**src/rtl/lb_span_writer.sv**
```systemverilog
// Draw-side span writer: turns solid-colour horizontal spans into aligned 8-pixel line buffer group writes.
// Optional macro LB_SPAN_CLIP_EN clips spans to [0, LINE_PIXELS) instead of wrapping mod 4096.
module lb_span_writer #(
    parameter int unsigned LINE_PIXELS = 4096
) (
    input  logic        clk_draw,
    input  logic        rst_draw_n,
    input  logic        cmd_valid,
    output logic        cmd_ready,
    input  logic [11:0] cmd_x,
    input  logic [12:0] cmd_len,
    input  logic [8:0]  cmd_colour,
    output logic        busy,
    output logic [8:0]  addr_draw,
    output logic [7:0]  we_draw,
    output logic [71:0] colour_draw
);

    localparam int unsigned XW    = 12;
    localparam int unsigned LW    = 13;
    localparam int unsigned CW    = 9;
    localparam int unsigned AW    = 9;
    localparam int unsigned LANES = 8;
    localparam int unsigned DW    = CW * LANES;

    if ((LINE_PIXELS % 8) != 0 || LINE_PIXELS < 8 || LINE_PIXELS > 4096) begin : g_bad_line_pixels
        $error("lb_span_writer: LINE_PIXELS must be a multiple of 8 in 8..4096");
    end

    typedef enum logic {
        ST_IDLE = 1'b0,
        ST_RUN  = 1'b1
    } state_t;

    state_t              state_q, state_d;
    logic [XW-1:0]       cur_q, cur_d;
    logic [LW-1:0]       rem_q, rem_d;
    logic [CW-1:0]       colour_q, colour_d;
    logic                busy_q, busy_d;
    logic [AW-1:0]       addr_q, addr_d;
    logic [LANES-1:0]    we_q, we_d;
    logic [DW-1:0]       cdata_q, cdata_d;

    logic                accept_c;
    logic [LW-1:0]       len_eff_c;
    logic                issue_c;
    logic [XW-1:0]       grp_x_c;
    logic [LW-1:0]       grp_rem_c;
    logic [CW-1:0]       grp_col_c;
    logic [3:0]          avail_c;
    logic [3:0]          n_c;

    // Lane enables for pixel offsets [off, off+n); offset k drives bit 7-k.
    function automatic logic [LANES-1:0] grp_mask(input logic [2:0] off, input logic [3:0] n);
        logic [LANES-1:0] m;
        logic [3:0]       lo;
        logic [3:0]       hi;
        m  = '0;
        lo = {1'b0, off};
        hi = lo + n;
        for (int k = 0; k < 8; k++) begin
            m[3'(7 - k)] = (4'(k) >= lo) && (4'(k) < hi);
        end
        return m;
    endfunction

    assign cmd_ready   = (state_q == ST_IDLE);
    assign accept_c    = cmd_valid && cmd_ready;
    assign busy        = busy_q;
    assign addr_draw   = addr_q;
    assign we_draw     = we_q;
    assign colour_draw = cdata_q;

`ifdef LB_SPAN_CLIP_EN
    localparam logic [LW-1:0] LINE_END = LW'(LINE_PIXELS);

    // Effective pixel count after clipping to the visible line.
    always_comb begin
        logic [LW-1:0] end_c;
        end_c     = {1'b0, cmd_x} + cmd_len;
        len_eff_c = '0;
        if ({1'b0, cmd_x} < LINE_END) begin
            if (end_c > LINE_END) begin
                end_c = LINE_END;
            end
            len_eff_c = end_c - {1'b0, cmd_x};
        end
    end
`else
    // Without clipping, the remaining-pixel count drives wrap-around naturally via 12-bit cur.
    always_comb begin
        len_eff_c = cmd_len;
    end
`endif

    // State register.
    always_ff @(posedge clk_draw or negedge rst_draw_n) begin
        if (!rst_draw_n) begin
            state_q <= ST_IDLE;
        end else begin
            state_q <= state_d;
        end
    end

    // Next state: RUN while a write is on the outputs; leave once nothing remains.
    always_comb begin
        state_d = state_q;
        case (state_q)
            ST_IDLE: begin
                if (accept_c && (len_eff_c != '0)) begin
                    state_d = ST_RUN;
                end
            end
            ST_RUN: begin
                if (rem_q == '0) begin
                    state_d = ST_IDLE;
                end
            end
            default: state_d = ST_IDLE;
        endcase
    end

    // Group source: the accepted command directly, or the saved cursor while running.
    always_comb begin
        if (state_q == ST_IDLE) begin
            issue_c   = accept_c && (len_eff_c != '0);
            grp_x_c   = cmd_x;
            grp_rem_c = len_eff_c;
            grp_col_c = cmd_colour;
        end else begin
            issue_c   = (rem_q != '0);
            grp_x_c   = cur_q;
            grp_rem_c = rem_q;
            grp_col_c = colour_q;
        end
        avail_c = 4'd8 - {1'b0, grp_x_c[2:0]};
        n_c     = (grp_rem_c >= LW'(avail_c)) ? avail_c : grp_rem_c[3:0];
    end

    // Output/datapath next values.
    always_comb begin
        cur_d    = cur_q;
        rem_d    = rem_q;
        colour_d = colour_q;
        busy_d   = 1'b0;
        addr_d   = addr_q;
        we_d     = '0;
        cdata_d  = cdata_q;
        if (issue_c) begin
            addr_d   = grp_x_c[11:3];
            we_d     = grp_mask(grp_x_c[2:0], n_c);
            cdata_d  = {LANES{grp_col_c}};
            cur_d    = {grp_x_c[11:3] + 9'd1, 3'b000};
            rem_d    = grp_rem_c - LW'(n_c);
            colour_d = grp_col_c;
            busy_d   = 1'b1;
        end
    end

    // Datapath and output registers.
    always_ff @(posedge clk_draw or negedge rst_draw_n) begin
        if (!rst_draw_n) begin
            cur_q    <= '0;
            rem_q    <= '0;
            colour_q <= '0;
            busy_q   <= 1'b0;
            addr_q   <= '0;
            we_q     <= '0;
            cdata_q  <= '0;
        end else begin
            cur_q    <= cur_d;
            rem_q    <= rem_d;
            colour_q <= colour_d;
            busy_q   <= busy_d;
            addr_q   <= addr_d;
            we_q     <= we_d;
            cdata_q  <= cdata_d;
        end
    end

endmodule

```
**config.mk**
```make
export PLATFORM = sky130hd
export DESIGN_NAME = lb_span_writer
export DESIGN_NICKNAME = d
export VERILOG_FILES = /design/src/rtl/lb_span_writer.sv
export SDC_FILE = /design/constraint.sdc
export NUM_CORES = 1
export LEC_CHECK = 0
export CAP_MARGIN = 30
export CORE_UTILIZATION = 45
export CTS_CLUSTER_SIZE = 24
export DETAILED_ROUTE_END_ITERATION = 6
export HOLD_SLACK_MARGIN = 0.15
export PLACE_DENSITY = 0.8
export SKIP_LAST_GASP = 1
export SYNTH_ARGS = -nofsm -noshare
export SYNTH_HDL_FRONTEND = slang
export SYNTH_SLANG_ARGS = --single-unit
```
**constraint.sdc**
```tcl
create_clock -name clk_draw -period 7.05 [get_ports clk_draw]
set_input_delay 1.41 -clock clk_draw [delete_from_list [all_inputs] [get_ports clk_draw]]
set_output_delay 1.41 -clock clk_draw [all_outputs]
set_load 0.005 [all_outputs]
```
==> results of run 1 <==
-- worst max-delay path, delay by kind of cell --
family | cells | cell delay [ns]
AND/OR/NAND/NOR | 5 | 1.39
AO/OA/AOI/OAI | 5 | 1.04
adder cells (fa/ha/maj) | 3 | 0.75
multiplexers | 1 | 0.56
buffers and inverters | 2 | 0.52
XOR/XNOR | 1 | 0.19
-- logic make-up after synthesis --
kind of cell,share of synthesized area [%]
AO/OA/AOI/OAI,16.7
multiplexers,9.00
XOR/XNOR,2.93
AND/OR/NAND/NOR,16.8
adder cells (fa/ha/maj),6.00
buffers and inverters,17.1
flip-flops,31.4
other,0.105
-- Yosys cell counts, drive strengths merged, types with 3 or more instances --
library cell / n
a211oi: 3
a21oi: 36
a31oi: 4
and2b: 3
buf: 79
dfrtp: 45
ha: 14
inv: 9
mux2: 15
mux2i: 15
nand2: 18
nand2b: 4
nand3: 12
nand3b: 4
nor2: 32
nor2b: 9
nor3: 10
nor3b: 3
nor4: 4
o21ai: 24
o22ai: 8
or3: 3
xor2: 10
-- routing by layer --
metal / vias to the layer above / global-route usage [%] / wire length, um
met5: - / 0 / 0
met4: 0 / 4.76 / 25
met3: 2 / 3.60 / 448
met2: 118 / 35.6 / 4100
met1: 1409 / 24.0 / 3560
li1: 1446 / - / -
-- path summary, 6_finish.rpt --
kind / start / end / cells after the start
max: cmd_x[1] / rem_q[10] / 17
min: cur_q[3] / cur_q[3] / 2
max reg2reg: busy / rem_q[10] / 17
min reg2reg: cur_q[3] / cur_q[3] / 2
max in group asynchronous: rst_draw_n / busy / 2
min in group asynchronous: rst_draw_n / colour_q[7] / 1
-- registers in the layout, indices dropped and copies added, names as in the netlist --
name / cells
colour_q: 8
addr_draw: 9
busy: 1
we_draw: 4
rem_q: 13
cur_q: 9
colour_draw: 1
-- power by group through the flow --
stage | logic (mW) | registers (mW) | clock network [mW]
after global routing | 1.00 | 0.531 | 0.219
after CTS | 0.923 | 0.510 | 0.210
after floorplan | 0.619 | 0.491 | 0
after detailed placement | 0.921 | 0.514 | 0
after global placement | 0.892 | 0.505 | 0
final | 0.917 | 0.508 | 0.205
-- per-stage QoR --
step	cells	instance area, um^2
3_3_place_gp	545	4380
3_5_place_dp	546	4400
6_report	554	4520
5_1_grt	554	4520
4_1_cts	554	4520
2_1_floorplan	400	3600
-- cell type report --
type                       count  area, um^2  share of cell area [%]
timing repair buffer         125        1250                    27.8
inverter                       9        33.8                   0.748
tap                          102         128                    2.83
clock buffer                   7        86.3                    1.91
multi-input combinational    265        1860                    41.1
sequential                    45        1130                    25.0
clock inverter                 1        30.0                   0.665
==> summary.md, run 1 <==
| Metric | Value |
|---|---|
| Status | finished, violations left |
| Failing checks | design-rule violations |
| Clk_lat worst skew | 0.29 ns |
| Pin count of the biggest net entering global routing | 61 |
| Share of layout cells above drive strength 1 | 9.29% |
| CTS tree | yes |
| Sequential power share | 31.2% |
| Fin. max-slew vios | 0 |
| Post-CTS Setup Bufs | 0 |
| Via count | 2975 |
| Detailed Routing Iterations Pass 1 | 7 |
| DR iter-0 viols | 148 |
| Number of global-route vias before repair | 2770 |
| ANT nets after route | 0 |
| Worst-path cell chain | clkdlybuf4s50_1 > and2b_2 > inv_1 > ha_1 > xor2_1 > ha_1 > a211oi_1 > o21ai_1 > nor2_1 > mux2i_1 > fa_1 > nor2b_1 > o21ai_1 > or3b_1 > or3_4 > a311o_1 > o211a_1 |
| R2R Setup Slk | 1.95 ns |
| Top_reg_cell synth | dfrtp_1 |
| Sw frac | 35.5% |
| Area Overhead vs Synth | 26.0% |
| Net switching power | 579 uW |
| H-tree Lvls | 2 |
| Setup CP Type | in2reg |
| Post-CTS Resized | 0 |
| Final setup vio count | 0 |
| Clock network power share | 12.6% |
| Initial antenna violation count | 0 |
| Top-area cell type share of the netlist area | 31.4% |
| WP data arrival | 5.87 ns |
| Root Driver | clkbuf_8 |
| Fin. Hold Viols | 0 |
| Die W | 91.3 um |
| Final Cycle Share | 80.6% |
| Die H | 91.3 um |
| Util after Layout | 58.4% |
| Pwr Density | 361 nW/um^2 |
| Commonest non-fill, non-tap cell in the layout | clkdlybuf4s50_1 |
| Hold Path Class | reg2reg |
| Number of I/O port buffers | 123 |
| Layout Nets | 504 |
| Cell taking the most area after synthesis | dfrtp_1 |
| Peak VDD IR | 0.128 mV |
| CP Capture Type | flop |
| Post-DR wirelength/cell | 14.7 um |
| RSZ-0062 raised after global routing | no |
| Final Wtd Congestion | 0.846 |
| Tot Pwr | 1.63 mW |
| Clock-pin slew on the worst setup and hold paths | 0.09 ns |
| Post-synth ARST share | 100% |
| Detailed-route wire length | 8130 um |
| Syn_area_per_cell | 9.03 um^2 |
| LEAKAGE | 1.86 nW |
| Clock skew | 0.00542 ns |
| Worst path required time | 7.24 ns |
| Grt total ovfl | 0 |
| Final min period | 5.68 ns |
| Residual DRC count | 1 |
| Rel. slew slack | 46.2% |
| FILL cells | 662 |
| Crit-path max FO | 6 |
| Max Root-Sink Buffers | 2 |
| Synthesized area | 3580 um^2 |
| Slew @ Worst Pin | 0.797 ns |
| First-pass GRT wire length | 13300 um |
| Synth cell types | 61 |
| Dpl hpwl | 6030 um |
| Setup TNS | 0 ns |
| EDFF count, synth | 0 |
| CTS sink count | 45 |
| Register area share after synthesis | 31.4% |
| WHS | 0.497 ns |
| Yosys Warn Count | 0 |
| DP Worst Slack | 1.06 ns |
| Synthesized flop and latch total | 45 |
| Row count | 32 |
| Combinational power share | 56.3% |
| Starting density of the core | 46.4% |
| Most frequent cells in the layout | 122 x clkdlybuf4s50_1, 44 x dfrtp_1, 36 x a21oi_1 |
| Area contributors post-synth | dfrtp_1 31%, buf_4 14%, a21oi_1 5.0% |
| Max_cap viols | 0 |
| Core Area | 7730 um^2 |
| GRT Overall Usage | 19.6% |
| CP max stage delay | 0.56 ns |
| Diode count | 0 |
| CTS Buf Count | 5 |
| Mapped Cells | 397 |
| Via/cell ratio | 5.37 |
| Internal power | 1.05 mW |
| Slowest library cell on the worst path | mux2i_1 |
| CTS Hold Bufs | 0 |
| Die ar. | 8330 um^2 |
| I/O Pins | 128 |
| CP startpoint kind | primary input |
| Fmax | 176 MHz |
| Final WS setup | 1.37 ns |
Power figures use the tool's default switching activity.
==> inputs of run 2 (changes only) <==
Clock period 7.05 ns to 5.4 ns, I/O delays scaled along.
==> run 2 against run 1 <==
  * The run still ends with design-rule violations left
  * Combinational power increased by 32%
  * Sequential power increased by 32%
  * Global-route usage increased by 0.057 points
  * Clock-buffer cell count decreased by 1
  * Sequential share of layout area about the same
  * Utilization about the same
  * Critical path depth increased by 2
  * Final cell count increased by 0.36%
  * Non-clock buffer count increased by 2
  * Die area unchanged
  * Critical endpoint unchanged
  * Largest cell class unchanged
  * Highest routed layer unchanged
==> summary.md, run 2 (synthesized netlist as in run 1, its figures left out) <==
| Metric | Value |
|---|---|
| Status | finished, violations left |
| Die ar. | 8330 um^2 (unchanged) |
| Setup TNS | 0 ns (unchanged) |
| Max_cap viols | 0 (unchanged) |
| Worst path required time | 5.58 ns (-1.66 ns) |
| Root Driver | clkbuf_8 |
| Pin count of the biggest net entering global routing | 55 (-9.8%) |
| RSZ-0062 raised after global routing | no |
| Reg2reg end | rem_q[10] |
| Starting density of the core | 46.4% (unchanged) |
| Number of global-route vias before repair | 2830 (+2.2%) |
| Most frequent cells in the layout | 122 x clkdlybuf4s50_1, 44 x dfrtp_1, 36 x a21oi_1 |
| Detailed-route wire length | 8180 um (+0.62%) |
| CTS Buf Count | 5 (unchanged) |
| Hold Path Class | reg2reg |
| Worst Path Buf+Inv | 2 (unchanged) |
| Grt total ovfl | 0 (unchanged) |
| Met3 wire length | 424 um (-5.4%) |
| Top cell by count, worst path | ha_1 |
| Clk_lat worst skew | 0.29 ns (about the same) |
| Top Layer Used | met4 |
| WP data arrival | 5.24 ns (-0.63 ns) |
| Failing checks | design-rule violations |
| Die H | 91.3 um (unchanged) |
| DP Area | 4400 um^2 (about the same) |
| Max Root-Sink Buffers | 2 (unchanged) |
| Final WS setup | 0.344 ns (-1.03 ns) |
| Final Cycle Share | 93.6% |
| ANT nets after route | 0 (unchanged) |
| Clock-pin slew on the worst setup and hold paths | 0.09 ns (about the same) |
| HP Start | cur_q[4] |
| I/O Pins | 128 (unchanged) |
| Peak VDD IR | 0.164 mV (+28%) |
| Setup CP Type | in2reg |
| Residual DRC count | 1 (unchanged) |
| Slowest library cell on the worst path | clkdlybuf4s50_1 |
| WHS | 0.489 ns (-0.00712 ns) |
| Diode count | 0 (unchanged) |
| R2R Setup Slk | 0.84 ns (-1.11 ns) |
| Detailed Routing Iterations Pass 1 | 6 (-1) |
| Worst-path cell chain | clkdlybuf4s50_1 > and2b_2 > inv_1 > ha_1 > xor2_1 > ha_1 > o21ai_0 > o21ai_1 > nor2_2 > nor2_1 > a21oi_1 > ha_1 > fa_1 > nor2b_1 > o21ai_1 > or3b_1 > or3_4 > a311o_1 > o211a_1 |
| Final setup vio count | 0 (unchanged) |
| Via/cell ratio | 5.41 (+0.68%) |
| CTS sink count | 45 (unchanged) |
| First-pass GRT wire length | 13400 um (+0.84%) |
| Final Wtd Congestion | 0.868 (+2.6%) |
| Dpl hpwl | 6010 um (-0.28%) |
| Final min period | 5.06 ns |
| Fin. Hold Viols | 0 (unchanged) |
| CP startpoint kind | primary input |
| Share of layout cells above drive strength 1 | 9.91% (+0.62 points) |
| Post-CTS Setup Bufs | 0 (unchanged) |
| CTS tree | yes |
| Metal2 WL | 4240 um (+3.4%) |
| Die W | 91.3 um (unchanged) |
| DR iter-0 viols | 216 (+46%) |
| Commonest non-fill, non-tap cell in the layout | clkdlybuf4s50_1 |
| Post-CTS Resized | 0 (unchanged) |
| Post-DR wirelength/cell | 14.7 um (+0.25%) |
| CP Capture Type | flop |
| CTS Hold Bufs | 0 (unchanged) |
| Row count | 32 (unchanged) |
| Tot Pwr | 2.13 mW (+31%) |
| Initial antenna violation count | 0 (unchanged) |
| Core Area | 7730 um^2 (unchanged) |
| Slew @ Worst Pin | 0.797 ns (+0.000246 ns) |
| Largest Register | rem_q |
| Cells on worst reg2reg path | 18 (+1) |
| Rel. slew slack | 46.2% (about the same) |
| Min-Delay Endpoint | cur_q[4] |
| Crit-path max FO | 6 (unchanged) |
| Fmax | 198 MHz |
| Final cell area excluding filler cells | 4520 um^2 (about the same) |
| Max reg flops | 13 (unchanged) |
| Crit path max-delay family | simple AND/OR/NAND/NOR gates |
| DP Worst Slack | -0.0314 ns (-1.09 ns) |
| Worst flop-to-flop path startpoint | busy |
| LEAKAGE | 1.86 nW (+0.11%) |
| Via count | 3006 (+1.0%) |
| Number of I/O port buffers | 123 (unchanged) |
| Clock skew | 0.00816 ns (+0.00274 ns) |
| GRT Overall Usage | 19.7% (+0.057 points) |
| Area Overhead vs Synth | 26.0% (about the same) |
| Fin. max-slew vios | 0 (unchanged) |
| Routed length on met1 | 3470 um (-2.5%) |
| CP max stage delay | 0.47 ns (-0.09 ns) |
| Min-Delay Path Depth | 2 (unchanged) |
| Pwr Density | 472 nW/um^2 (+31%) |
| Layout Nets | 506 (+0.40%) |
| H-tree Lvls | 2 (unchanged) |
## run 2: layout make-up
cell class | instances | area, um^2
flip-flops and latches | 45 | 1130
repair buffers | 127 | 1260
well taps | 102 | 128
fillers | 670 | 3210
inverters | 9 | 33.8
multi-input cells | 265 | 1860
clock buffers | 6 | 72.6
clock inverters | 2 | 38.8
## run 2: through the flow
stage / std cells / utilization, %
floorplan: 400 / -
global placement: 548 / 57.0
detailed placement: 548 / 57.0
CTS: 556 / 58.4
global route: 556 / 58.5
finish: 556 / 58.5
## run 2: per-layer routing
layer,track usage (%),up-vias
li1,-,1445
met1,23.9,1447
met2,36.2,109
met3,2.68,5
met4,5.42,0
met5,0,-
## run 2: worst max-delay path by stage
stage	start	to	slack, ns	cells past startpoint
3_5_place_dp	cmd_x[1]	rem_q[8]	-0.03	19
2_1_floorplan	busy	rem_q[10]	0.51	19
6_report	cmd_x[1]	rem_q[10]	0.34	19
4_1_cts	cmd_x[1]	rem_q[8]	0.24	19
3_3_place_gp	cmd_x[1]	rem_q[10]	0.14	19
5_1_grt	cmd_x[1]	rem_q[8]	0.05	19
## run 2: worst register-to-register path: cells and delay by family, from the launching register on
family / cells / cell delay, ns
compound gates: 6 / 1.08
simple gates: 6 / 1.33
fa+ha+maj: 4 / 0.97
flops: 1 / 0.48
buf+inv: 1 / 0.35
xor+xnor: 1 / 0.24
## run 2: report_power, final
part	total, mW	internal (mW)	leakage, nW	switching, mW
registers	0.669	0.489	0.507	0.179
logic	1.21	0.740	1.29	0.467
clock network	0.255	0.139	0.0554	0.116
==> inputs of run 3 (changes only) <==
Settings changed: CORE_UTILIZATION 45 to 39, PLACE_DENSITY 0.8 to 0.71.
==> run 3 against run 2 <==
  * The run still ends with design-rule violations left
  * First-iteration DRC count fell by 28%
  * Sequential power hardly changed
  * Clock-buffer cell count unchanged
  * Clock skew increased by 0.0057 ns
  * Utilization shrank 7.2 points
  * Highest routed layer unchanged
==> summary.md, run 3 (synthesized netlist as in run 1, its figures left out) <==
| Metric | Value |
|---|---|
| Net switching power | 765 uW (+0.37%) |
| Die H | 97.9 um (+7.3%) |
| Final min period | 4.99 ns (-0.0667 ns) |
| Peak VDD IR | 0.163 mV (-0.45%) |
| Clock-pin slew on the worst setup and hold paths | 0.09 ns (about the same) |
| Number of global-route vias before repair | 2949 (+4.2%) |
| Final Cycle Share | 92.4% (-1.2 points) |
| CTS Buf Count | 5 (unchanged) |
| Layout Nets | 508 (+0.40%) |
| Tot Pwr | 2.09 mW (-2.1%) |
| Post-Place Cells | 556 (+1.5%) |
| Status | finished, violations left |
| Fmax | 200 MHz (+1.3%) |
| DP Area | 4420 um^2 (+0.51%) |
| Root Driver | clkbuf_8 |
| Diode count | 0 (unchanged) |
| Grt total ovfl | 0 (unchanged) |
| Share of layout cells above drive strength 1 | 10.3% (+0.40 points) |
| Initial antenna violation count | 0 (unchanged) |
| Failing checks | design-rule violations |
| FILL cells | 835 (+25%) |
| Fin. max-slew vios | 0 (unchanged) |
| Number of I/O port buffers | 123 (unchanged) |
| Combinational power share | 57.8% (+1.1 points) |
| Final cell area excluding filler cells | 4510 um^2 (-0.17%) |
| Final Wtd Congestion | 0.840 (-3.2%) |
| Rel. slew slack | 47.6% (+1.5 points) |
| Detailed Routing Iterations Pass 1 | 7 (+1) |
| Sequential power share | 32.1% (+0.7 points) |
| Die W | 97.9 um (+7.3%) |
| Max reg flops | 13 (unchanged) |
| CTS sink count | 45 (unchanged) |
| CP startpoint kind | primary input |
| Commonest non-fill, non-tap cell in the layout | clkdlybuf4s50_1 |
| Final setup vio count | 0 (unchanged) |
| CTS tree | yes |
| I/O Pins | 128 (unchanged) |
| WHS | 0.486 ns (-0.00371 ns) |
| Sw frac | 36.7% (+0.89 points) |
| Internal power | 1.32 mW (-3.4%) |
| Most frequent cells in the layout | 122 x clkdlybuf4s50_1, 44 x dfrtp_1, 36 x a21oi_1 |
| Dpl hpwl | 6120 um (+1.7%) |
| Multi-input logic area | 1860 um^2 (about the same) |
| Via count | 3015 (+0.30%) |
| Non-filler cells, final | 564 (+1.4%) |
| Area Overhead vs Synth | 25.8% |
| Starting density of the core | 40.7% (-5.7 points) |
| Final WS setup | 0.411 ns (+0.0667 ns) |
| Hold Path Class | reg2reg |
| DP Worst Slack | -0.0252 ns (+0.00622 ns) |
| Detailed-route wire length | 8350 um (+2.1%) |
| Pin count of the biggest net entering global routing | 47 (-15%) |
| Core Area | 8810 um^2 (+14%) |
| Clock skew | 0.0139 ns (+0.00569 ns) |
| Fin. Hold Viols | 0 (unchanged) |
| Post-DR wirelength/cell | 14.8 um (+0.68%) |
| CTS Hold Bufs | 0 (unchanged) |
| First-pass GRT wire length | 14000 um (+4.8%) |
| Die ar. | 9580 um^2 (+15%) |
| Largest Register | rem_q |
| Pwr Density | 463 nW/um^2 (-1.9%) |
| DR iter-0 viols | 156 (-28%) |
| WP data arrival | 5.19 ns (-0.05 ns) |
| Row count | 34 (+6.3%) |
| Worst path required time | 5.60 ns (+0.02 ns) |
| Register area | 1130 um^2 (unchanged) |
| Setup CP Type | in2reg |
| Max Root-Sink Buffers | 2 (unchanged) |
| Crit-path max FO | 6 (unchanged) |
| Clk_lat worst skew | 0.30 ns (about the same) |
| H-tree Lvls | 2 (unchanged) |
| GRT Overall Usage | 17.8% (-1.9 points) |
| CP Capture Type | flop |
| Residual DRC count | 19 (+18) |
| Max_cap viols | 0 (unchanged) |
| LEAKAGE | 1.86 nW (about the same) |
| Slew @ Worst Pin | 0.775 ns (-0.0219 ns) |
| ANT nets after route | 0 (unchanged) |
| Via/cell ratio | 5.35 (-1.1%) |
| Clock network power share | 10.1% (-1.9 points) |
| RSZ-0062 raised after global routing | no |
## run 3: changes by cell type in the layout (fill, tap and decap cells not counted)
cell	before	now
buf_4	4	6
clkinv_2	0	2
a2111oi_0	0	1
a2111oi_1	1	0
bufinv_16	1	0
clkinv_4	1	0
## run 3: per-layer routing
metal | GRT usage (%) | part of all wire [%]
met1 | 22.1 | 43
met2 | 31.5 | 50
met3 | 3.65 | 6.2
met4 | 4.43 | 1.5
met5 | 0 | 0
## run 3: through the flow
step                      util [%]  TNS, ns
after floorplan                  -        0
after global placement        50.2        0
after detailed placement      50.2  -0.0435
after CTS                     51.2        0
after global routing          51.2        0
final                         51.2        0
## run 3: path summary, 6_finish.rpt
kind / slack [ns] / endpoint / start / cells after the start
max: 0.41 / rem_q[10] / cmd_x[1] / 19
min: 0.49 / cur_q[4] / cur_q[4] / 2
max reg2reg: 0.84 / rem_q[10] / busy / 17
min reg2reg: 0.49 / cur_q[4] / cur_q[4] / 2
max in group asynchronous: 4.10 / cur_q[7] / rst_draw_n / 2
min in group asynchronous: 0.86 / rem_q[5] / rst_draw_n / 2
## run 3: final cells by class
cell class	count	area share, %
multi-input cells	265	41.2
repair buffers	129	28.2
flip-flops and latches	45	25.0
well taps	108	3.00
clock buffers	6	1.61
inverters	9	0.749
clock inverters	2	0.222
## run 3: what timing repair did
item	CTS	global route
hold endpoints to repair	0	0
resized for setup	0	1
buffers inserted	0	0
setup endpoints to repair	0	3
## run 3: worst max-delay path, stage by stage
cell	delay (ns)
clkdlybuf4s50_1	0.47
and2b_2	0.21
inv_1	0.06
ha_1	0.22
xor2_1	0.24
ha_1	0.27
o21ai_0	0.16
o21ai_1	0.11
nor2_2	0.23
nor2_1	0.08
a21oi_1	0.18
ha_1	0.23
fa_1	0.22
nor2b_1	0.06
o21ai_1	0.15
or3b_1	0.40
or3_4	0.39
a311o_1	0.32
o211a_1	0.12
## run 3: power groups by stage
stage               clock [mW]  sequential, mW  combinational (mW)
detailed placement           0           0.677                1.21
CTS                      0.222           0.671                1.21
floorplan                    0           0.641               0.808
finish                   0.211           0.669                1.21
global placement             0           0.666                1.18
global route             0.230           0.702                1.31
